[src/rtl/mem_port_arbiter.sv]
// Round-robin arbiter that shares one mem_controller port between the instruction-fetch (I) and
// load/store (D) requesters, with one transaction in flight and a bounded wait for read data.
module mem_port_arbiter #(
    parameter int ADDR_W      = 32,
    parameter int DATA_W      = 32,
    parameter int TIMEOUT_CYC = 64
) (
    input  logic                clk,
    input  logic                rst,
    input  logic                i_req_valid,
    input  logic [ADDR_W-1:0]   i_req_addr,
    output logic                i_req_ready,
    output logic                i_rsp_valid,
    output logic [DATA_W-1:0]   i_rsp_data,
    output logic                i_rsp_err,
    input  logic                d_req_valid,
    input  logic                d_req_we,
    input  logic [ADDR_W-1:0]   d_req_addr,
    input  logic [DATA_W-1:0]   d_req_wdata,
    input  logic [DATA_W/8-1:0] d_req_be,
    output logic                d_req_ready,
    output logic                d_rsp_valid,
    output logic [DATA_W-1:0]   d_rsp_data,
    output logic                d_rsp_err,
    output logic                mc_valid_out,
    output logic [ADDR_W-1:0]   mc_addr_out,
    output logic [DATA_W-1:0]   mc_wdata_out,
    output logic [DATA_W/8-1:0] mc_be_out,
    output logic                mc_read_en_out,
    output logic                mc_write_en_out,
    input  logic                mc_ready_in,
    input  logic                mc_rdata_valid_in,
    input  logic [DATA_W-1:0]   mc_rdata_in,
    output logic                busy_out
);
    localparam int BE_W  = DATA_W / 8;
    localparam int CNT_W = $clog2(TIMEOUT_CYC);
    localparam logic [CNT_W-1:0] CNT_LAST = CNT_W'(TIMEOUT_CYC - 1);

    typedef enum logic [1:0] {IDLE, ISSUE, WAIT} state_t;

    state_t            state, state_nxt;
    logic              last_d, last_d_nxt;
    logic              owner_d, owner_d_nxt;
    logic [CNT_W-1:0]  cnt, cnt_nxt;
    logic              mc_valid_nxt, rd_nxt, wr_nxt;
    logic [ADDR_W-1:0] addr_nxt;
    logic [DATA_W-1:0] wdata_nxt;
    logic [BE_W-1:0]   be_nxt;
    logic              i_ready_nxt, d_ready_nxt;
    logic              grant_d, grant_wr;
    logic              rsp_fire, rsp_err;
    logic [DATA_W-1:0] rsp_data;

    always_comb begin
        state_nxt    = state;
        last_d_nxt   = last_d;
        owner_d_nxt  = owner_d;
        cnt_nxt      = cnt;
        mc_valid_nxt = mc_valid_out;
        addr_nxt     = mc_addr_out;
        wdata_nxt    = mc_wdata_out;
        be_nxt       = mc_be_out;
        rd_nxt       = mc_read_en_out;
        wr_nxt       = mc_write_en_out;
        i_ready_nxt  = 1'b0;
        d_ready_nxt  = 1'b0;
        grant_d      = 1'b0;
        grant_wr     = 1'b0;
        rsp_fire     = 1'b0;
        rsp_err      = 1'b0;
        rsp_data     = '0;

        unique case (state)
            IDLE: begin
                if (i_req_valid || d_req_valid) begin
                    // Under contention the side that did not win last time gets the port.
                    grant_d      = d_req_valid && (!i_req_valid || !last_d);
                    grant_wr     = grant_d && d_req_we;
                    owner_d_nxt  = grant_d;
                    last_d_nxt   = grant_d;
                    mc_valid_nxt = 1'b1;
                    addr_nxt     = grant_d ? d_req_addr : i_req_addr;
                    wdata_nxt    = grant_wr ? d_req_wdata : '0;
                    be_nxt       = grant_wr ? d_req_be : '0;
                    wr_nxt       = grant_wr;
                    rd_nxt       = !grant_wr;
                    i_ready_nxt  = !grant_d;
                    d_ready_nxt  = grant_d;
                    state_nxt    = ISSUE;
                end
            end
            ISSUE: begin
                if (mc_ready_in) begin
                    mc_valid_nxt = 1'b0;
                    rd_nxt       = 1'b0;
                    wr_nxt       = 1'b0;
                    if (mc_write_en_out) begin
                        rsp_fire  = 1'b1;
                        state_nxt = IDLE;
                    end else begin
                        cnt_nxt   = '0;
                        state_nxt = WAIT;
                    end
                end
            end
            WAIT: begin
                // Data arriving on the final timeout cycle still counts as a good read.
                if (mc_rdata_valid_in) begin
                    rsp_fire  = 1'b1;
                    rsp_data  = mc_rdata_in;
                    state_nxt = IDLE;
                end else if (cnt == CNT_LAST) begin
                    rsp_fire  = 1'b1;
                    rsp_err   = 1'b1;
                    state_nxt = IDLE;
                end else begin
                    cnt_nxt = cnt + CNT_W'(1);
                end
            end
            default: state_nxt = IDLE;
        endcase
    end

    always_ff @(posedge clk) begin
        if (!rst) begin
            state           <= IDLE;
            last_d          <= 1'b0;
            owner_d         <= 1'b0;
            cnt             <= '0;
            mc_valid_out    <= 1'b0;
            mc_addr_out     <= '0;
            mc_wdata_out    <= '0;
            mc_be_out       <= '0;
            mc_read_en_out  <= 1'b0;
            mc_write_en_out <= 1'b0;
            i_req_ready     <= 1'b0;
            d_req_ready     <= 1'b0;
            i_rsp_valid     <= 1'b0;
            i_rsp_data      <= '0;
            i_rsp_err       <= 1'b0;
            d_rsp_valid     <= 1'b0;
            d_rsp_data      <= '0;
            d_rsp_err       <= 1'b0;
            busy_out        <= 1'b0;
        end else begin
            state           <= state_nxt;
            last_d          <= last_d_nxt;
            owner_d         <= owner_d_nxt;
            cnt             <= cnt_nxt;
            mc_valid_out    <= mc_valid_nxt;
            mc_addr_out     <= addr_nxt;
            mc_wdata_out    <= wdata_nxt;
            mc_be_out       <= be_nxt;
            mc_read_en_out  <= rd_nxt;
            mc_write_en_out <= wr_nxt;
            i_req_ready     <= i_ready_nxt;
            d_req_ready     <= d_ready_nxt;
            i_rsp_valid     <= rsp_fire && !owner_d;
            i_rsp_data      <= owner_d ? '0 : rsp_data;
            i_rsp_err       <= rsp_err && !owner_d;
            d_rsp_valid     <= rsp_fire && owner_d;
            d_rsp_data      <= owner_d ? rsp_data : '0;
            d_rsp_err       <= rsp_err && owner_d;
            busy_out        <= (state_nxt != IDLE);
        end
    end
endmodule

[config.mk]
export PLATFORM = sky130hd
export DESIGN_NAME = mem_port_arbiter
export DESIGN_NICKNAME = d
export VERILOG_FILES = /design/src/rtl/mem_port_arbiter.sv
export SDC_FILE = /design/constraint.sdc
export NUM_CORES = 1
export LEC_CHECK = 0
export CAP_MARGIN = 20
export CORE_ASPECT_RATIO = 0.8
export CORE_UTILIZATION = 35
export DETAILED_ROUTE_END_ITERATION = 8
export PLACE_DENSITY = 0.76
export SYNTH_ARGS = -nofsm -noshare
export SYNTH_HDL_FRONTEND = slang
export SYNTH_SLANG_ARGS = --single-unit
[constraint.sdc]
create_clock -name clk -period 1.9 [get_ports clk]
set_input_delay 0.19 -clock clk [delete_from_list [all_inputs] [get_ports clk]]
set_output_delay 0.19 -clock clk [all_outputs]
set_load 0.05 [all_outputs]
==> impl_metrics.csv <==
group,metric,value,unit
timing,worst-slew-pin-transition,551,ps
global_route,grt_pass1_vias,4824,
pwr,p_leak,3.29,nW
setup_path,r2r_slack,120,ps
synth,yosysWarnings,0,
synth,ys_ff_latch,151,
setup_path,path_cells,"clkdlybuf4s50_1",
routing,wl,14.9,mm
placement,dp_cells,1012,
die,die_height,112,um
clocking,path_clk_slew,60,ps
final_layout,final_cells,1044,
placement,io_buffers,280,
routing,drc,19,
clocking,cts_buffer_depth,2,
run_status,status,"finished with violations",
clocking,post_cts_buffers,0,
synth,ys_types,39,
clocking,root_buffer,"clkbuf_16",
die,core,14500,um^2
timing,fin_tns_setup,0,ps
routing,via_per_inst,4.76,
worst_hold_path,whs_path_depth,3,
pwr,total_power,8.85,mW
timing,setup_violations,0,
timing,clock_skew,3.76,ps
setup_path,slowest_stage,"clkdlybuf4s50_1",
synth,synth_top_area_share,57.4,%
timing,clock.fmax,0.563,GHz
routing,first_pass_iters,7,
placement,pre_cts_ws,36.8,ps
clocking,clk_latency,410,ps
final_layout,antenna_cells,0,
setup_path,crit_buf_inv,1,
setup_path,worst-path-max-fanout,2,
clocking,clock_sinks,151,
global_route,track_usage,19.6,%
placement,hpwl,10.7,mm
run_status,violations,"design-rule violations",
final_layout,nets,991,
die,die-area,15600,um^2
worst_hold_path,hold_class,"in -> reg",
worst_hold_path,min_from,"mc_rdata_in[20]",
synth,synth_edf_count,0,
worst_hold_path,min_to,"i_rsp_data[20]",
synth,synthArstFlopShare,0,%
global_route,grt_max_degree,73,
timing,rsz0062_at_grt,"no",
global_route,gr-total-overflow,0,
setup_path,cp-end-kind,"output pin",
run,drv_cap,0,
setup_path,critical_path_class,"reg -> out",
setup_path,reg2reg_to,"cnt[4]",
synth,yosysTopAreaCell,"dfxtp_1",
setup_path,cp.depth,1,
setup_path,start_kind,"flop",
routing,vias,4968,
setup_path,crit_family,"buffers and inverters",
setup_path,max_stage_delay,840,ps
clocking,cts_tree,"done",
timing,slew_headroom,63.2,%
final_layout,area_growth,69.8,%
setup_path,cp.required,1710,ps
timing,hold_viol_final,0,
timing,setup_slack,124,ps
setup_path,reg2regPathDepth,6,
die,die_w,139,um
timing,period_minus_slack,1780,ps
timing,slew_violations,0,
global_route,grt_pass1_wl,24.0,mm
final_layout,drive_gt1_share,6.63,%
die,rows,39,
synth,synth_area,5270,um^2
placement,place_congestion,0.785,
pwr,irDropWorstVdd,601,uV
clocking,htree_num_levels,4,
setup_path,cp_data_arrival_time,1590,ps
routing,wl_per_cell,14.3,um
synth,ys_seq_area_share,57.4,%
clocking,cts_buffers,17,
synth,synth_nets,720,
pwr,power_density,988,nW/um^2
timing,post-route-period-util,93.5,%
setup_path,r2r_start,"state[0]",
synth,synthCells,576,
synth,synth.avg_cell_area,9.15,um^2
die,start_util,36.4,%
synth,synth-main-ff-cell,"dfxtp_1",
routing,ant_nets,0,
die,ioPinCount,281,
routing,drt-initial-drc-count,244,
synth,synthTopCellsByArea,"dfxtp_1, nor2_1, mux2i_1",
global_route,antenna_found_initial,0,
-- per-stage QoR --
step | util (%) | hold WS [ps] | cell area (um^2)
2_1_floorplan | - | 327 | 5270
3_3_place_gp | 57.6 | 437 | 8350
3_5_place_dp | 57.6 | 442 | 8350
4_1_cts | 61.7 | 305 | 8940
5_1_grt | 61.7 | 325 | 8950
6_report | 61.7 | 326 | 8950
-- cell usage after synthesis, types with 2 or more instances --
cell type / number
o211ai_1: 2
or4_1: 2
nand3_1: 40
a211oi_1: 32
buf_1: 5
o21ai_1: 2
o21bai_1: 3
nor2b_1: 2
a21boi_1: 3
nor2_1: 105
clkbuf_1: 29
nor3b_1: 4
o31ai_1: 3
inv_1: 3
a21oi_1: 40
or3_1: 3
nand2_1: 76
a22oi_1: 2
dfxtp_1: 151
nand2b_1: 3
o21ai_0: 2
buf_2: 8
ha_1: 5
nor3_1: 3
mux2i_1: 34
-- report_power, final --
part	leakage [nW]	total, mW	internal [mW]	switching, mW
sequential	1.23	3.43	3.34	0.0890
combinational	1.78	2.05	0.830	1.22
clock	0.280	3.36	2.03	1.34
total	3.29	8.85	6.20	2.65
-- routing by layer --
layer  up-vias  GRT usage (%)  routed length (um)
li1       2494              -                   -
met1      2294           21.9                6090
met2       164           35.1                7540
met3        16           6.41                1120
met4         0           6.74                 197
met5         -              0                   0
-- kinds of logic (layout without fill, tap and decap cells) --
logic type,after synthesis,after routing,share of synthesized area (%)
buf+inv,47,331,3.70
fa+ha+maj,5,5,1.19
flops,151,151,57.4
simple gates,246,246,19.9
compound gates,93,93,11.4
mux,34,34,6.46
-- repair_timing --
item / CTS / global route
gates resized for setup: 0 / 2
hold buffers: 0 / 0
endpoints found under the setup margin: 0 / 2
-- registers in the layout (all words and copies together), names as in the netlist, 2 cells and up --
name / flops
state: 2
mc_wdata_out: 32
cnt: 6
i_rsp_data: 32
d_rsp_data: 32
mc_be_out: 4
mc_addr_out: 32
-- how the worst max path moves through the flow --
stage,from,to,slack (ps)
after floorplan,state[0],cnt[4],20
after global placement,state[0],cnt[4],100
after detailed placement,state[0],cnt[4],40
after CTS,state[0],cnt[4],30
after global routing,state[1],mc_write_en_out,1
final,mc_read_en_out,mc_read_en_out,120
-- cells in the final DEF, fill, tap and decap left out, drive strengths merged, types with 5 or more instances in the layout --
cell type / count
a211oi: 32
a21oi: 40
buf: 17
clkbuf: 20
clkdlybuf4s50: 279
dfxtp: 151
ha: 5
inv: 7
mux2i: 34
nand2: 76
nand3: 40
nor2: 105
-- cell type report --
type | count | area [um^2]
fillers | 1231 | 5540
flip-flops and latches | 151 | 3020
repair buffers | 296 | 3010
multi-input cells | 378 | 2080
clock buffers | 20 | 457
well taps | 184 | 230
clock inverters | 12 | 143
inverters | 3 | 11.3
No activity file was read; power rests on OpenSTA's default activity.
==> variant: new RTL, same settings <==
Encoding of `state_t`: now one-hot (3 bits for 3 states).
--- a/src/rtl/mem_port_arbiter.sv
+++ b/src/rtl/mem_port_arbiter.sv
@@ -37,7 +37,7 @@
     localparam int CNT_W = $clog2(TIMEOUT_CYC);
     localparam logic [CNT_W-1:0] CNT_LAST = CNT_W'(TIMEOUT_CYC - 1);
 
-    typedef enum logic [1:0] {IDLE, ISSUE, WAIT} state_t;
+    typedef enum logic [2:0] {IDLE = 3'b001, ISSUE = 3'b010, WAIT = 3'b100} state_t;
 
     state_t            state, state_nxt;
     logic              last_d, last_d_nxt;
Function: same outputs for any inputs over 4 cycles, from zero or initial values and one cycle with rst low; so few cycles prove little.
==> variant against the original RTL <==
  * Core utilization up 0.98 points
  * Final area down 3.0%
  * Sequential cell count is 1 higher
  * Critical path depth unchanged
  * Synthesized area fell by 4.2%
  * Count of clock-buffer cells in the layout grew 1
  * Worst setup slack better by 1.2 ps
  * Sequential power about the same
  * Routed wire length decreased by 5.8%
  * Clock power up 4%
  * Total power down 5.3%
  * First-iteration DRC count is 63% lower
  * Non-clock buffer count down 6
==> variant: results <==
{
  "drtIter0Drc": 90,
  "max_stage_delay_ps": 820,
  "path_clk_slew_ps": 60,
  "hpwl_um": 10400,
  "finClkSkew_ps": 5.42,
  "synthDistinctLibCells": 37,
  "viasPerCell": 4.66,
  "placed_area_um2": 8050,
  "cts_buffers": 17,
  "antenna_found_initial": 0,
  "htreeDepth": 4,
  "cp_top_family": "buffers and inverters",
  "io_buffers": 280,
  "worst_hold_path_type": "input port to register",
  "crit_path_max_fanout": 2,
  "clock_latency_ps": 410,
  "grt_pass1_vias": 4419,
  "track_usage": 0.188,
  "async_reset_ff_frac": 0,
  "clock_path_buffers": 2,
  "ir_drop_uv": 695,
  "synth_area_leaders": "dfxtp_1 60%, and2_1 8.3%, mux2i_1 6.5%",
  "yosysSeqAreaShare": 0.603,
  "synth.net_count": 599,
  "status": "finished clean",
  "detail_route.first_pass.iterations": 5,
  "cp_slowest_cell": "clkdlybuf4s50_1",
  "post_cts_buffers": 0,
  "yosys-top-cells-count": "152 x dfxtp_1, 67 x and2_1, 40 x o21ai_0, 36 x a22o_1, 35 x a21oi_1",
  "grt_max_degree": 65,
  "tightest_slew_ps": 556,
  "ys_warn_count": 0,
  "arrival_ps": 1590,
  "gp_congestion": 0.775,
  "layout-drive-gt1-share": 0.0668,
  "p_leak_uw": 0.00339,
  "root_buffer": "clkbuf_16",
  "finalNetCount": 877,
  "n_antenna_cell": 0,
  "synth-main-ff-cell": "dfxtp_1",
  "wl_um": 14100,
  "ctsResizeCount": 1,
  "grt_pass1_wl_um": 21300
}
[variant: cell count changes in the layout (fill, tap and decap cells not counted), moves of 5 or more]
cell / before / now
a211oi_1: 32 / 1
a21oi_1: 40 / 35
a22o_1: 0 / 36
and2_1: 1 / 67
buf_4: 10 / 5
nand2_1: 76 / 12
nand3_1: 40 / 3
nor2_1: 105 / 7
o21ai_0: 2 / 39
[variant: final cells by class]
class | count | area, um^2
clock buffer | 21 | 480
clock inverter | 10 | 141
fill | 1059 | 5160
inverter | 3 | 11.3
multi-input combinational | 273 | 1850
sequential | 152 | 3040
tap | 180 | 225
timing repair buffer | 290 | 2930
[variant: metrics by stage]
step	TNS (ps)	std cells	setup WS [ps]	total power, uW
after floorplan	0	459	389	4310
after global placement	0	898	8.99	4940
after detailed placement	-2650	898	-100	4970
after CTS	0	929	96.4	8460
after global routing	0	929	55.1	8710
final	0	929	125	8380
[variant: cells by family (layout without fill, tap and decap cells)]
group | after synthesis | in the layout | synth area share
xor+xnor | 4 | 4 | 0.00694
simple gates | 115 | 115 | 0.136
compound gates | 120 | 120 | 0.151
buf+inv | 34 | 324 | 0.0354
fa+ha+maj | 1 | 1 | 0.00248
flops | 152 | 152 | 0.603
mux | 33 | 33 | 0.0654
[variant: power by group]
group	internal [uW]	switching, uW	total, uW
registers	3340	83.1	3420
logic	638	844	1480
clock network	2200	1270	3480
total	6180	2200	8380
[variant: layer usage]
metal / routed length (um) / up-vias / global-route usage
met2: 7310 / 157 / 0.357
met4: 421 / 0 / 0.0873
met1: 5350 / 1984 / 0.181
li1: - / 2158 / -
met5: 0 / - / 0
met3: 997 / 29 / 0.0669
[variant: worst paths after layout]
check | start | to | slack [ps] | depth (start not counted)
worst max-delay path | mc_wdata_out[19] | mc_wdata_out[19] | 120 | 1
worst min register to register | mc_valid_out | mc_valid_out | 470 | 2
worst min-delay path | mc_rdata_in[10] | d_rsp_data[10] | 360 | 2
worst max register to register | state[0] | mc_wdata_out[17] | 180 | 4
